$ cat src/rtl/ctrl_pkg.sv
// Shared encodings and the ID/EX control bundle for the RV32IM decode/control stage.
package ctrl_pkg;

  localparam logic [6:0] OPC_OP     = 7'b0110011;
  localparam logic [6:0] OPC_OP_IMM = 7'b0010011;
  localparam logic [6:0] OPC_LOAD   = 7'b0000011;
  localparam logic [6:0] OPC_STORE  = 7'b0100011;
  localparam logic [6:0] OPC_BRANCH = 7'b1100011;
  localparam logic [6:0] OPC_LUI    = 7'b0110111;
  localparam logic [6:0] OPC_AUIPC  = 7'b0010111;
  localparam logic [6:0] OPC_JAL    = 7'b1101111;
  localparam logic [6:0] OPC_JALR   = 7'b1100111;

  localparam logic [6:0] F7_BASE   = 7'b0000000;
  localparam logic [6:0] F7_ALT    = 7'b0100000;
  localparam logic [6:0] F7_MULDIV = 7'b0000001;

  typedef enum logic [2:0] {
    IMM_I = 3'd0,
    IMM_B = 3'd1,
    IMM_S = 3'd2,
    IMM_U = 3'd3,
    IMM_J = 3'd4
  } imm_src_e;

  typedef enum logic [1:0] {
    OPA_RS1  = 2'd0,
    OPA_PC   = 2'd1,
    OPA_ZERO = 2'd2
  } op_a_sel_e;

  typedef enum logic [1:0] {
    MD_IDLE = 2'd0,
    MD_BUSY = 2'd1,
    MD_WAIT = 2'd2
  } md_state_e;

  typedef struct packed {
    logic       reg_write;
    logic [3:0] alu_ctrl;
    logic       alu_src;
    imm_src_e   imm_src;
    op_a_sel_e  op_a_sel;
    logic       dest_src;
    logic [2:0] mem_ctrl;
    logic       mem_write;
    logic       branch;
    logic       jump;
    logic       jalr;
    logic       md_sel;
    logic [2:0] md_op;
  } ctrl_bundle_t;

  localparam ctrl_bundle_t CTRL_BUBBLE = '0;

  // Bundle that writes back the M-unit result for the given funct3.
  function automatic ctrl_bundle_t md_bundle(input logic [2:0] funct3);
    ctrl_bundle_t b;
    b           = CTRL_BUBBLE;
    b.reg_write = 1'b1;
    b.md_sel    = 1'b1;
    b.md_op     = funct3;
    return b;
  endfunction

endpackage

$ cat src/rtl/decode_comb.sv
// Pure combinational RV32IM decoder: opcode/funct fields to control bundle plus
// M-op and illegal-instruction flags.
module decode_comb
  import ctrl_pkg::*;
#(
  parameter bit ENABLE_M = 1'b1
) (
  input  logic [6:0]   opcode,
  input  logic [2:0]   funct3,
  input  logic [6:0]   funct7,
  output ctrl_bundle_t ctrl,
  output logic         is_m,
  output logic         illegal
);

  always_comb begin
    // NOTE: every output gets a default before the case so no path can infer a latch.
    ctrl    = CTRL_BUBBLE;
    is_m    = 1'b0;
    illegal = 1'b0;

    unique case (opcode)
      OPC_OP: begin
        ctrl.reg_write = 1'b1;
        ctrl.alu_ctrl  = {funct7[5], funct3};
        if (funct7 == F7_BASE) begin
          illegal = 1'b0;
        end else if (funct7 == F7_ALT) begin
          illegal = !((funct3 == 3'b000) || (funct3 == 3'b101));
        end else if ((funct7 == F7_MULDIV) && ENABLE_M) begin
          is_m = 1'b1;
          ctrl = md_bundle(funct3);
        end else begin
          illegal = 1'b1;
        end
      end

      OPC_OP_IMM: begin
        ctrl.reg_write = 1'b1;
        ctrl.alu_src   = 1'b1;
        ctrl.imm_src   = IMM_I;
        // Only the right shifts carry an arithmetic/logical selector in bit 30.
        ctrl.alu_ctrl  = {(funct3 == 3'b101) ? funct7[5] : 1'b0, funct3};
        if (funct3 == 3'b001) begin
          illegal = (funct7 != F7_BASE);
        end else if (funct3 == 3'b101) begin
          illegal = !((funct7 == F7_BASE) || (funct7 == F7_ALT));
        end
      end

      OPC_LOAD: begin
        ctrl.reg_write = 1'b1;
        ctrl.alu_src   = 1'b1;
        ctrl.imm_src   = IMM_I;
        ctrl.dest_src  = 1'b1;
        ctrl.mem_ctrl  = funct3;
        illegal        = (funct3 == 3'b011) || (funct3 == 3'b110) || (funct3 == 3'b111);
      end

      OPC_STORE: begin
        ctrl.mem_write = 1'b1;
        ctrl.alu_src   = 1'b1;
        ctrl.imm_src   = IMM_S;
        ctrl.mem_ctrl  = funct3;
        illegal        = funct3[2] || (funct3 == 3'b011);
      end

      OPC_BRANCH: begin
        ctrl.branch   = 1'b1;
        ctrl.imm_src  = IMM_B;
        ctrl.alu_ctrl = {1'b0, funct3};
        illegal       = (funct3 == 3'b010) || (funct3 == 3'b011);
      end

      OPC_LUI: begin
        ctrl.reg_write = 1'b1;
        ctrl.alu_src   = 1'b1;
        ctrl.imm_src   = IMM_U;
        ctrl.op_a_sel  = OPA_ZERO;
      end

      OPC_AUIPC: begin
        ctrl.reg_write = 1'b1;
        ctrl.alu_src   = 1'b1;
        ctrl.imm_src   = IMM_U;
        ctrl.op_a_sel  = OPA_PC;
      end

      OPC_JAL: begin
        ctrl.reg_write = 1'b1;
        ctrl.jump      = 1'b1;
        ctrl.alu_src   = 1'b1;
        ctrl.imm_src   = IMM_J;
        ctrl.op_a_sel  = OPA_PC;
      end

      OPC_JALR: begin
        ctrl.reg_write = 1'b1;
        ctrl.jump      = 1'b1;
        ctrl.jalr      = 1'b1;
        ctrl.alu_src   = 1'b1;
        ctrl.imm_src   = IMM_I;
        ctrl.op_a_sel  = OPA_PC;
        illegal        = (funct3 != 3'b000);
      end

      default: illegal = 1'b1;
    endcase
  end

endmodule

$ cat src/rtl/decode_ctrl_pipe.sv
// Registered RV32IM decode/control stage: ID/EX control register with stall/flush,
// illegal-instruction flag, and a counter FSM that sequences multi-cycle mul/div.
module decode_ctrl_pipe
  import ctrl_pkg::*;
#(
  parameter int MUL_LAT  = 1,
  parameter int DIV_LAT  = 32,
  parameter bit ENABLE_M = 1'b1,
  parameter int CNT_W    = $clog2((MUL_LAT > DIV_LAT) ? MUL_LAT : DIV_LAT) + 1
) (
  input  logic        clk,
  input  logic        rst_n,
  input  logic [31:0] instr_i,
  input  logic        instr_valid_i,
  input  logic        stall_i,
  input  logic        flush_i,
  output logic        valid_o,
  output logic        reg_write_o,
  output logic [3:0]  alu_ctrl_o,
  output logic        alu_src_o,
  output logic [2:0]  imm_src_o,
  output logic [1:0]  op_a_sel_o,
  output logic        dest_src_o,
  output logic [2:0]  mem_ctrl_o,
  output logic        mem_write_o,
  output logic        branch_o,
  output logic        jump_o,
  output logic        jalr_o,
  output logic        md_sel_o,
  output logic [2:0]  md_op_o,
  output logic        md_start_o,
  output logic        md_kill_o,
  output logic        stall_o,
  output logic        illegal_o
);

  localparam logic [CNT_W-1:0] MUL_CNT = CNT_W'(MUL_LAT - 1);
  localparam logic [CNT_W-1:0] DIV_CNT = CNT_W'(DIV_LAT - 1);

  ctrl_bundle_t dec_ctrl;
  logic         dec_is_m;
  logic         dec_illegal;

  decode_comb #(
    .ENABLE_M(ENABLE_M)
  ) u_decode (
    .opcode (instr_i[6:0]),
    .funct3 (instr_i[14:12]),
    .funct7 (instr_i[31:25]),
    .ctrl   (dec_ctrl),
    .is_m   (dec_is_m),
    .illegal(dec_illegal)
  );

  md_state_e        state_q, state_d;
  logic [CNT_W-1:0] cnt_q, cnt_d;
  logic [2:0]       md_op_q, md_op_d;
  ctrl_bundle_t     out_q, out_d;
  logic             valid_q, valid_d;
  logic             illegal_q, illegal_d;
  logic             start_q, start_d;
  logic             kill_q, kill_d;

  always_comb begin
    state_d   = state_q;
    cnt_d     = cnt_q;
    md_op_d   = md_op_q;
    out_d     = out_q;
    valid_d   = valid_q;
    illegal_d = illegal_q;
    start_d   = 1'b0;
    kill_d    = 1'b0;

    unique case (state_q)
      MD_IDLE: begin
        if (flush_i) begin
          out_d     = CTRL_BUBBLE;
          valid_d   = 1'b0;
          illegal_d = 1'b0;
        end else if (!stall_i) begin
          if (instr_valid_i && dec_is_m) begin
            // Accept the M op; its result bundle is issued when the counter expires.
            state_d   = MD_BUSY;
            cnt_d     = instr_i[14] ? DIV_CNT : MUL_CNT;
            md_op_d   = instr_i[14:12];
            start_d   = 1'b1;
            out_d     = CTRL_BUBBLE;
            valid_d   = 1'b0;
            illegal_d = 1'b0;
          end else begin
            valid_d   = instr_valid_i && !dec_illegal;
            out_d     = valid_d ? dec_ctrl : CTRL_BUBBLE;
            illegal_d = instr_valid_i && dec_illegal;
          end
        end
      end

      MD_BUSY: begin
        out_d     = CTRL_BUBBLE;
        valid_d   = 1'b0;
        illegal_d = 1'b0;
        if (flush_i) begin
          state_d = MD_IDLE;
          kill_d  = 1'b1;
        end else if (cnt_q == '0) begin
          if (!stall_i) begin
            state_d = MD_IDLE;
            out_d   = md_bundle(md_op_q);
            valid_d = 1'b1;
          end else begin
            state_d = MD_WAIT;
          end
        end else begin
          cnt_d = cnt_q - CNT_W'(1);
        end
      end

      MD_WAIT: begin
        if (flush_i) begin
          state_d   = MD_IDLE;
          kill_d    = 1'b1;
          out_d     = CTRL_BUBBLE;
          valid_d   = 1'b0;
          illegal_d = 1'b0;
        end else if (!stall_i) begin
          state_d   = MD_IDLE;
          out_d     = md_bundle(md_op_q);
          valid_d   = 1'b1;
          illegal_d = 1'b0;
        end
      end

      default: state_d = MD_IDLE;
    endcase
  end

  always_ff @(posedge clk or negedge rst_n) begin
    if (!rst_n) begin
      state_q   <= MD_IDLE;
      cnt_q     <= '0;
      md_op_q   <= '0;
      out_q     <= CTRL_BUBBLE;
      valid_q   <= 1'b0;
      illegal_q <= 1'b0;
      start_q   <= 1'b0;
      kill_q    <= 1'b0;
    end else begin
      // NOTE: non-blocking updates keep every flop sampling pre-edge values regardless of statement order.
      state_q   <= state_d;
      cnt_q     <= cnt_d;
      md_op_q   <= md_op_d;
      out_q     <= out_d;
      valid_q   <= valid_d;
      illegal_q <= illegal_d;
      start_q   <= start_d;
      kill_q    <= kill_d;
    end
  end

  assign valid_o     = valid_q;
  assign reg_write_o = out_q.reg_write;
  assign alu_ctrl_o  = out_q.alu_ctrl;
  assign alu_src_o   = out_q.alu_src;
  assign imm_src_o   = out_q.imm_src;
  assign op_a_sel_o  = out_q.op_a_sel;
  assign dest_src_o  = out_q.dest_src;
  assign mem_ctrl_o  = out_q.mem_ctrl;
  assign mem_write_o = out_q.mem_write;
  assign branch_o    = out_q.branch;
  assign jump_o      = out_q.jump;
  assign jalr_o      = out_q.jalr;
  assign md_sel_o    = out_q.md_sel;
  assign md_op_o     = out_q.md_op;
  assign md_start_o  = start_q;
  assign md_kill_o   = kill_q;
  assign stall_o     = (state_q != MD_IDLE);
  assign illegal_o   = illegal_q;

endmodule
$ cat config.mk
export PLATFORM = sky130hd
export DESIGN_NAME = decode_ctrl_pipe
export DESIGN_NICKNAME = d
export VERILOG_FILES = /design/src/rtl/ctrl_pkg.sv /design/src/rtl/decode_comb.sv /design/src/rtl/decode_ctrl_pipe.sv
export SDC_FILE = /design/constraint.sdc
export NUM_CORES = 1
export LEC_CHECK = 0
export CORE_MARGIN = 2
export CORE_UTILIZATION = 43
export DETAILED_ROUTE_END_ITERATION = 12
export GPL_TIMING_DRIVEN = 0
export PLACE_DENSITY = 0.88
export SYNTH_ARGS = -nofsm -noshare
export SYNTH_HDL_FRONTEND = slang
export SYNTH_HIERARCHICAL = 1
export SYNTH_SLANG_ARGS = --single-unit
$ cat constraint.sdc
create_clock -name clk -period 2.1 [get_ports clk]
set_input_delay 0.525 -clock clk [delete_from_list [all_inputs] [get_ports clk]]
set_output_delay 0.525 -clock clk [all_outputs]
set_load 0.05 [all_outputs]
### Yosys cells after proc, flatten, opt, wreduce, memory -nomap -nowiden

Index checks and enable logic that the tools add are counted.
W data, S select, Z words.

| storage, ports and cells | value |
|---|---|
| input bits | 37 |
| word-level logic and storage cells | 156 |
| register bits | 38 |
| output and inout port bits | 28 |

| operators by class | value |
|---|---|
| add/subtract/negate cells | 1 |
| reduce and logical (&&, ||, !) cells | 33 |
| bitwise logic cells | 2 |
| equality and inequality tests | 27 |
| muxes and demuxes | 73 |

Operators by type and width:

| kind | count |
|---|---|
| $mux W23 | 11 |
| $pmux W23 S3 | 1 |
| $mux W6 | 5 |
| $mux W1 | 29 |
| $eq A7 B6 Y1 const B | 4 |
| $mux W22 | 1 |
| $eq A7 B7 Y1 const B | 3 |
| $mux W2 | 8 |
| $pmux W3 S5 | 1 |
| $eq A7 B5 Y1 const B | 2 |
| $pmux W1 S2 | 7 |
| $pmux W2 S3 | 2 |
| $pmux W4 S3 | 1 |
| $pmux W6 S2 | 1 |
| $ne A2 B2 Y1 const B | 5 |
| $eq A3 B3 Y1 const B | 3 |
| $ne A3 B3 Y1 const B | 3 |
| $reduce_or A2 Y1 | 4 |
| $eq A7 B1 Y1 const B | 1 |
| $eq A7 B2 Y1 const B | 1 |
| $logic_not A7 Y1 | 1 |
| $pmux W1 S7 | 1 |
| $reduce_bool A7 Y1 | 1 |
| $reduce_or A7 Y1 | 1 |
| other kinds (24) | 39 |

### Depth between registers and ports, before layout

Gate-level depths: netlist (run 1).

| logic depth | value |
|---|---|
| depth in word-level cells | 13 |
| depth in mapped cells | 8 |
| mapped depth without buffers | 7 |

### Cells and area by module

The synthesis (run 1) kept the hierarchy.

By module, submodules not included:

| module | times used | area each (um2) | cells an instance | seq. area each (um2) |
|---|---|---|---|---|
| decode_ctrl_pipe | 1 | 1,720.4 | 142 | 950.9 |
| decode_comb | 1 | 473.0 | 77 | 0.0 |

### Worst setup path after synthesis (run 1)

OpenSTA, ideal clock, no wires.

| path | value |
|---|---|
| path type | input-to-reg |
| start point | input instr_i[31] |
| end point | register cnt_q[5] |
| library setup time | 0.131 ns |
| data arrival time | 2.377 ns |
| slack | -0.409 ns |
| cell stages on the path | 7 |
| path buffers | 0 |
| required time | 1.969 ns |
| cell sequence | or4_4 > nor4b_4 > and2_2 > nand4b_1 > a221o_1 > o21a_1 > a2bb2oi_1 |

| between the ends | value |
|---|---|
| word-level cells in the longest chain between the ends | 8 |
| elaborated cells on any way between the ends | 10 |
| classes of those cells | 3 x eq/ne; 4 x mux; 3 x reduce/logical |

RTL lines:

| element | RTL line | text |
|---|---|---|
| start: declaration | decode_ctrl_pipe.sv:13 | `input logic [31:0] instr_i,` |
| $eq A7 B1 Y1 | decode_comb.sv:30 | `end else if ((funct7 == F7_MULDIV) && ENABLE_M) begin` |
| $mux W1 | decode_comb.sv:30 |  |
| $mux W1 | decode_comb.sv:28 | `end else if (funct7 == F7_ALT) begin` |
| $mux W1 (*) | decode_comb.sv:26 | `if (funct7 == F7_BASE) begin` |
| $mux W1 (*) | decode_comb.sv:22 | `unique case (opcode)` |
| net dec_is_m | decode_ctrl_pipe.sv:41 | `logic dec_is_m;` |
| $logic_and A1 B1 Y1 (*) | decode_ctrl_pipe.sv:81 | `if (instr_valid_i && dec_is_m) begin` |
| $ne A2 B2 Y1 (no line) (*) | n/a |  |
| $reduce_and A6 Y1 (no line) (*) | n/a |  |
| end signal: assignment | decode_ctrl_pipe.sv:150 | `cnt_q <= cnt_d;` |
| end: declaration | decode_ctrl_pipe.sv:56 | `logic [CNT_W-1:0] cnt_q, cnt_d;` |

Mark *: on every way through the listed nets, which the timed path passes. The rest lies on a longest branch.
A chain may end at the register's enable or synchronous reset.

### Worst setup path after layout (run 1)

| path | value |
|---|---|
| start point | input instr_i[27] |
| end point | register cnt_q[5] |

The elaborated chain is that of the path after synthesis.

==> metrics.txt, run 1 <==
outcome finished with violations; failing checks negative setup slack; Yosys top cell by area dfrtp_1; grt total ovfl 0; Initial Util 45.5%; Clock Sinks 38; DP Wirelength between 3000 and 4000 um; # IOs 65; number of synthesized flops with an enable pin 0; largest net degree at the start of global routing 39; fin util around two thirds; DR iter-0 viols 110; Die Wd 75.4 um; Worst slew margin 44.2%; maximum vdd drop ~0.00024 V; Die ar. around 5700 um2; synthesized instance count 219; initial antenna violation count 0; data arrival time of the worst path between 2000 and 3000 ps; worst min path class in2async; vias 2093; Max Buffers Root-to-Sink 2; post-route clock period utilization 116%; Mapped Avg Cell Area 10.0 um2; worst slack at placement -1110 ps; 1st-pass router iterations 4; core area between 4000 and 5000 um2; top_reg_cell synth dfrtp_1; Rows 25; setup slack, reg-to-reg -130 ps; clock root cell clkbuf_8; PortBufs 49; r2r worst-path depth 7; post-synthesis cell type count 51; CP max stage delay 550 ps; Total GRT Usage 21.7%; CTS tree yes; CP startpoint instr_i[27]; CP Max Fanout 6; DRC Markers 0; Critical Path Stages 8; unrepaired setup endpoints after global routing true; sequential share of the synthesized area roughly 43%; clock skew 4.14 ps; buffer and inverter count on the worst path 1; leakage power 1.48 nW; M1 wire length 2710 um; share of cells above drive strength 1 26.8%; Critical Path End cnt_q[5]; CP startpoint kind input pin; area delta synth->final 43.4%; vias per inst around 5.8; die height 75.4 um; crit path cell chain buf_6, or4_4, nor4b_4, and2_4, nand4b_1, a221o_1, o21a_1, a2bb2oi_2; #FFs+latches synth 38; worst slew pin tran 837 ps; CP Capture Type flip-flop; DRT Wirelength between 6000 and 7000 um; Cell Area, Synth between 2000 and 2500 um2; vias in the first global route ~2000; Final Instance Area 3140 um2; maxcap violations 0; Final min period ~2400 ps; worst setup path class in2reg; antenna-violating nets left 0; syn_nets 260; CTS clock-pin slew for the worst setup and hold paths 70 ps; Num CTS Buffers 5; first-pass GRT wire length 9290 um; fmax 409 MHz; Setup TNS Final -5560 ps; ys async rst share 100%; final-report max-slew violation count 0; Setup-failing EPs final 34; crit-path leading delay family simple AND/OR/NAND/NOR gates; RR Endpoint reg_write_o; Top Metal Used met4; Worst EP required 2290 ps; FF+latch area 953 um2; share of the synthesized area in the top cell type 43.4%; final hold vios 0; GP Congestion 0.939; reg2reg start state_q[0]; synth cell count leaders 38 x dfrtp_1, 21 x a22o_1, 15 x nor2_1, 12 x o21ai_0, 11 x inv_1; most frequent cell after synthesis dfrtp_1; placed cell area 2810 um2; # nets final between 300 and 400; n_diodes 0; worst setup margin -344 ps; Pwr Density 459 nW/um2; synthesis warning total 6; Fin Hold WS roughly 320 ps; area of the multi-input gates 1230 um2; H-tree levels 2; clk_lat worst skew 290 ps; Area contributors post-synth dfrtp_1 43%, a22o_1 8.4%, o21ai_0 2.7%; fill count 409; crit path max-delay cell type or4_4; # hold bufs at CTS 0; wire per inst 16.8 um; met3 wire len 355 um; Routed met2 length 2900 um
==> timing repair <==
action / in CTS / in global routing
setup endpoints to repair: 38 / 38
buffers inserted: 8 / 10
gates cloned: 1 / 1
pin swaps: 15 / 9
resized for setup: 54 / 31
==> stage by stage <==
step | std cells | power [mW]
after global routing | 362 | 1.50
after global placement | 335 | 0.945
after floorplan | 219 | 0.854
after detailed placement | 335 | 0.947
final | 362 | 1.44
after CTS | 351 | 1.43
==> power breakdown <==
part           switching [mW]  internal (mW)
Clock                   0.257          0.229
Combinational           0.121         0.0889
Sequential            0.00819          0.739
Total                   0.387           1.06
==> registers in the layout (all words and copies together), names as in the netlist, 2 cells and up <==
name,cells
alu_ctrl_o,4
cnt_q,6
imm_src_o,3
md_op_o,3
md_op_q,3
mem_ctrl_o,3
op_a_sel_o,2
state_q,2
==> how the worst min path moves through the flow <==
stage	end	slack [ps]	cells past startpoint	startpoint
6_report	cnt_q[4]	320	1	rst_n
2_1_floorplan	alu_ctrl_o[0]	230	0	rst_n
4_1_cts	cnt_q[4]	360	1	rst_n
3_3_place_gp	illegal_o	470	2	illegal_o
3_5_place_dp	md_op_o[2]	470	1	md_op_q[2]
5_1_grt	state_q[1]	410	1	rst_n
==> placed cells by master, fill, tap and decap left out, types with 7 or more instances in the layout <==
| cell type | count |
|---|---|
| a21o_1 | 7 |
| a21oi_1 | 9 |
| a22o_1 | 21 |
| buf_4 | 20 |
| clkbuf_8 | 7 |
| clkdlybuf4s50_1 | 29 |
| dfrtp_1 | 36 |
| inv_1 | 8 |
| nor2_1 | 13 |
| nor3_1 | 8 |
==> logic make-up after synthesis <==
logic type	share of synthesized area, %
buf+inv	5.08
fa+ha+maj	2.28
compound gates	24.5
flops	43.4
simple gates	21.8
mux	2.97
==> layer usage <==
metal | global-route usage, % | vias to the layer above
met5 | 0 | -
met3 | 4.89 | 15
met4 | 8.19 | 0
met2 | 34.6 | 94
met1 | 29.0 | 1010
li1 | - | 974
==> cell type report <==
cell class | count | area share, %
multi-input cells | 157 | 39.2
flip-flops and latches | 38 | 30.3
repair buffers | 69 | 20.4
plain buffers | 13 | 3.62
well taps | 67 | 2.67
clock buffers | 7 | 2.43
inverters | 11 | 1.31
No activity file was read; power rests on OpenSTA's default activity.
==> run 2, diff against run 1 <==
Settings changed: ABC_AREA from default to 1, CORE_UTILIZATION 43 to 44, CTS_CLUSTER_DIAMETER from default to 60, RECOVER_POWER from default to 25.
==> run 2 against run 1 <==
Net effect: the run now ends clean; non-clock buffer count decreased by 3; utilization decreased by 1.1 points; final area increased by 4.9%; via count increased by 24%; combinational power increased to 7.0 times the previous value; register-to-register slack improved by 490 ps; fmax increased by 21%; largest cell class unchanged; setup slack improved by 420 ps.
==> metrics.txt, run 2 <==
core area 5140 um2; die height 77.3 um; fill count between 400 and 500; Die Wd between 70 and 80 um; clock skew 6.93 ps; data arrival time of the worst path 1500 ps; vias in the first global route around 2500; worst min path class in2async; leakage power 1.83 nW; Rows 26; worst setup path class reg2out; buffer and inverter count on the worst path 1; clk_lat worst skew between 200 and 300 ps; share of cells above drive strength 1 20.1%; sequential share of the synthesized area 40.3%; DR iter-0 viols 263; Cell Area, Synth 2360 um2; final-report max-slew violation count 0; 1st-pass router iterations 5; simple-gate share of the synthesized area 45.3%; Compound-Gate Fraction of Synth Area 2.81%; top_reg_cell synth dfrtp_1; register share of total power 30.6%; Initial Util between 40% and 50%; H-tree levels 2; synthesis warning total 6; Max Buffers Root-to-Sink 2; n_diodes 0; grt total ovfl 0; Worst slew margin 36.7%; Final Instance Area ~3300 um2; crit path cell chain clkdlybuf4s50_1; Total GRT Usage 22.2%; clock share of power ~21%; synth cell count leaders 113 x nand2_1, 61 x nand3_1, 51 x nor2_1, 39 x inv_1, 38 x dfrtp_1; post-synthesis xor/xnor area fraction less than 1%; Internal 1.63 mW; crit path max-delay cell type clkdlybuf4s50_1; CP max stage delay 830 ps; Setup-failing EPs final 0; outcome complete, no violations; antenna-violating nets left 0; first-pass GRT wire length 10700 um; # IOs between 60 and 70; ys async rst share 100%; CTS clock-pin slew for the worst setup and hold paths 80 ps; maximum vdd drop 0.000452 V; worst slew pin tran between 900 and 1000 ps; syn_nets 391; share of the synthesized area in the top cell type 40.3%; CP Capture Type output port; Area contributors post-synth dfrtp_1 40%, nand2_1 18%, nand3_1 13%; Setup TNS Final 0 ps; wire per inst between 10 and 15 um; PortBufs 49; synthesized instance count 350; Final min period 2030 ps; Yosys top cell by area dfrtp_1; Num CTS Buffers 5; post-synthesis cell type count 27; DRT Wirelength approximately 6600 um; number of synthesized flops with an enable pin 0; CTS tree yes; post-route clock period utilization 96.5%; multiplexer area fraction after synthesis 0%; Post-Synth Adder-Cell Area 2.12%; FF+latch area 951 um2; Worst EP required about 1600 ps; maxcap violations 0; vias per inst ~5.2; # hold bufs at CTS 0; Clock Sinks 38; Pwr Density 903 nW/um2; initial antenna violation count 0; GP Congestion ~0.95; area delta synth->final 39.6%; most frequent cell after synthesis nand2_1; main combinational cell family by area after synthesis simple AND/OR/NAND/NOR gates; Mapped Avg Cell Area 6.75 um2; max reg flops 6; largest net degree at the start of global routing 39; vias 2591; Net Sw Power 1.34 mW; Top reg by flops cnt_q; DRC Markers 0; CP Max Fanout 2; crit-path leading delay family buffers and inverters; clock root cell clkbuf_8; #FFs+latches synth 38; DP Wirelength 4310 um; sw frac a little under half; Die ar. approximately 6000 um2; placed cell area 2930 um2; most common cell after layout, fill and taps aside nand2_1; area of the multi-input gates 1290 um2; CP startpoint kind flip-flop; Logic pwr share between 40% and 50%; fmax 494 MHz; commonest cells after routing, fill and taps aside 105 x nand2_1, 60 x nand3_1, 38 x dfrtp_1; # nets final 468; final hold vios 0
## run 2: metrics by stage
| stage | power, mW | utilization (%) | hold slack [ps] | cells | setup slack, ps |
|---|---|---|---|---|---|
| 4_1_cts | 2.95 | 62.8 | 365 | 493 | 3.12 |
| 5_1_grt | 3.18 | 64.1 | 438 | 498 | -29.0 |
| 3_3_place_gp | 2.25 | 57.2 | 467 | 469 | -565 |
| 2_1_floorplan | 1.93 | - | 229 | 350 | 168 |
| 6_report | 2.98 | 64.1 | 367 | 498 | 74.2 |
| 3_5_place_dp | 2.30 | 57.1 | 478 | 469 | -615 |
## run 2: area by class of cell
| class | instances | area share [%] |
|---|---|---|
| Timing Repair Buffer | 70 | 19.1 |
| Clock inverter | 3 | 1.21 |
| Clock buffer | 5 | 2.09 |
| Sequential cell | 38 | 28.8 |
| Multi-Input combinational cell | 261 | 39.3 |
| Inverter | 42 | 4.78 |
| Tap cell | 70 | 2.66 |
| Buffer | 9 | 2.05 |
## run 2: worst paths after layout
kind / start / endpoint / slack, ps / depth (start not counted)
min in group clk: md_op_q[2] / md_op_q[2] / 500 / 2
min: rst_n / cnt_q[4] / 370 / 1
max reg2reg: state_q[0] / md_op_o[1] / 360 / 10
max in group asynchronous: rst_n / alu_src_o / 1140 / 1
max: md_op_o[0] / md_op_o[0] / 70 / 1
min reg2reg: md_op_q[2] / md_op_q[2] / 500 / 2
## run 2: cells by family (layout without fill, tap and decap cells)
group	count (synthesis)	in the layout
AO/OA/AOI/OAI	11	11
XOR/XNOR	1	1
adder cells (fa/ha/maj)	4	4
buffers and inverters	51	129
flip-flops	38	38
AND/OR/NAND/NOR	245	245
## run 2: metal layers
metal  GRT usage, %  wire length (um)  vias to the layer above
met4           8.39               187                        0
met1           27.6              2800                     1186
met5              0                 0                        -
li1               -                 -                     1265
met3           4.71               378                       21
met2           37.7              3280                      119
## run 2: power by group through the flow
stage	registers, mW	clock network (mW)	logic (mW)
2_1_floorplan	0.998	0	0.933
3_3_place_gp	0.921	0	1.33
3_5_place_dp	0.922	0	1.38
4_1_cts	0.910	0.613	1.42
5_1_grt	0.923	0.656	1.60
6_report	0.910	0.609	1.46
## run 2: timing repair
action | CTS | global route
resized for setup | 40 | 35
setup buffers | 14 | 5
endpoints found under the setup margin | 36 | 37
pin swaps | 10 | 16
cloned | 2 | 0
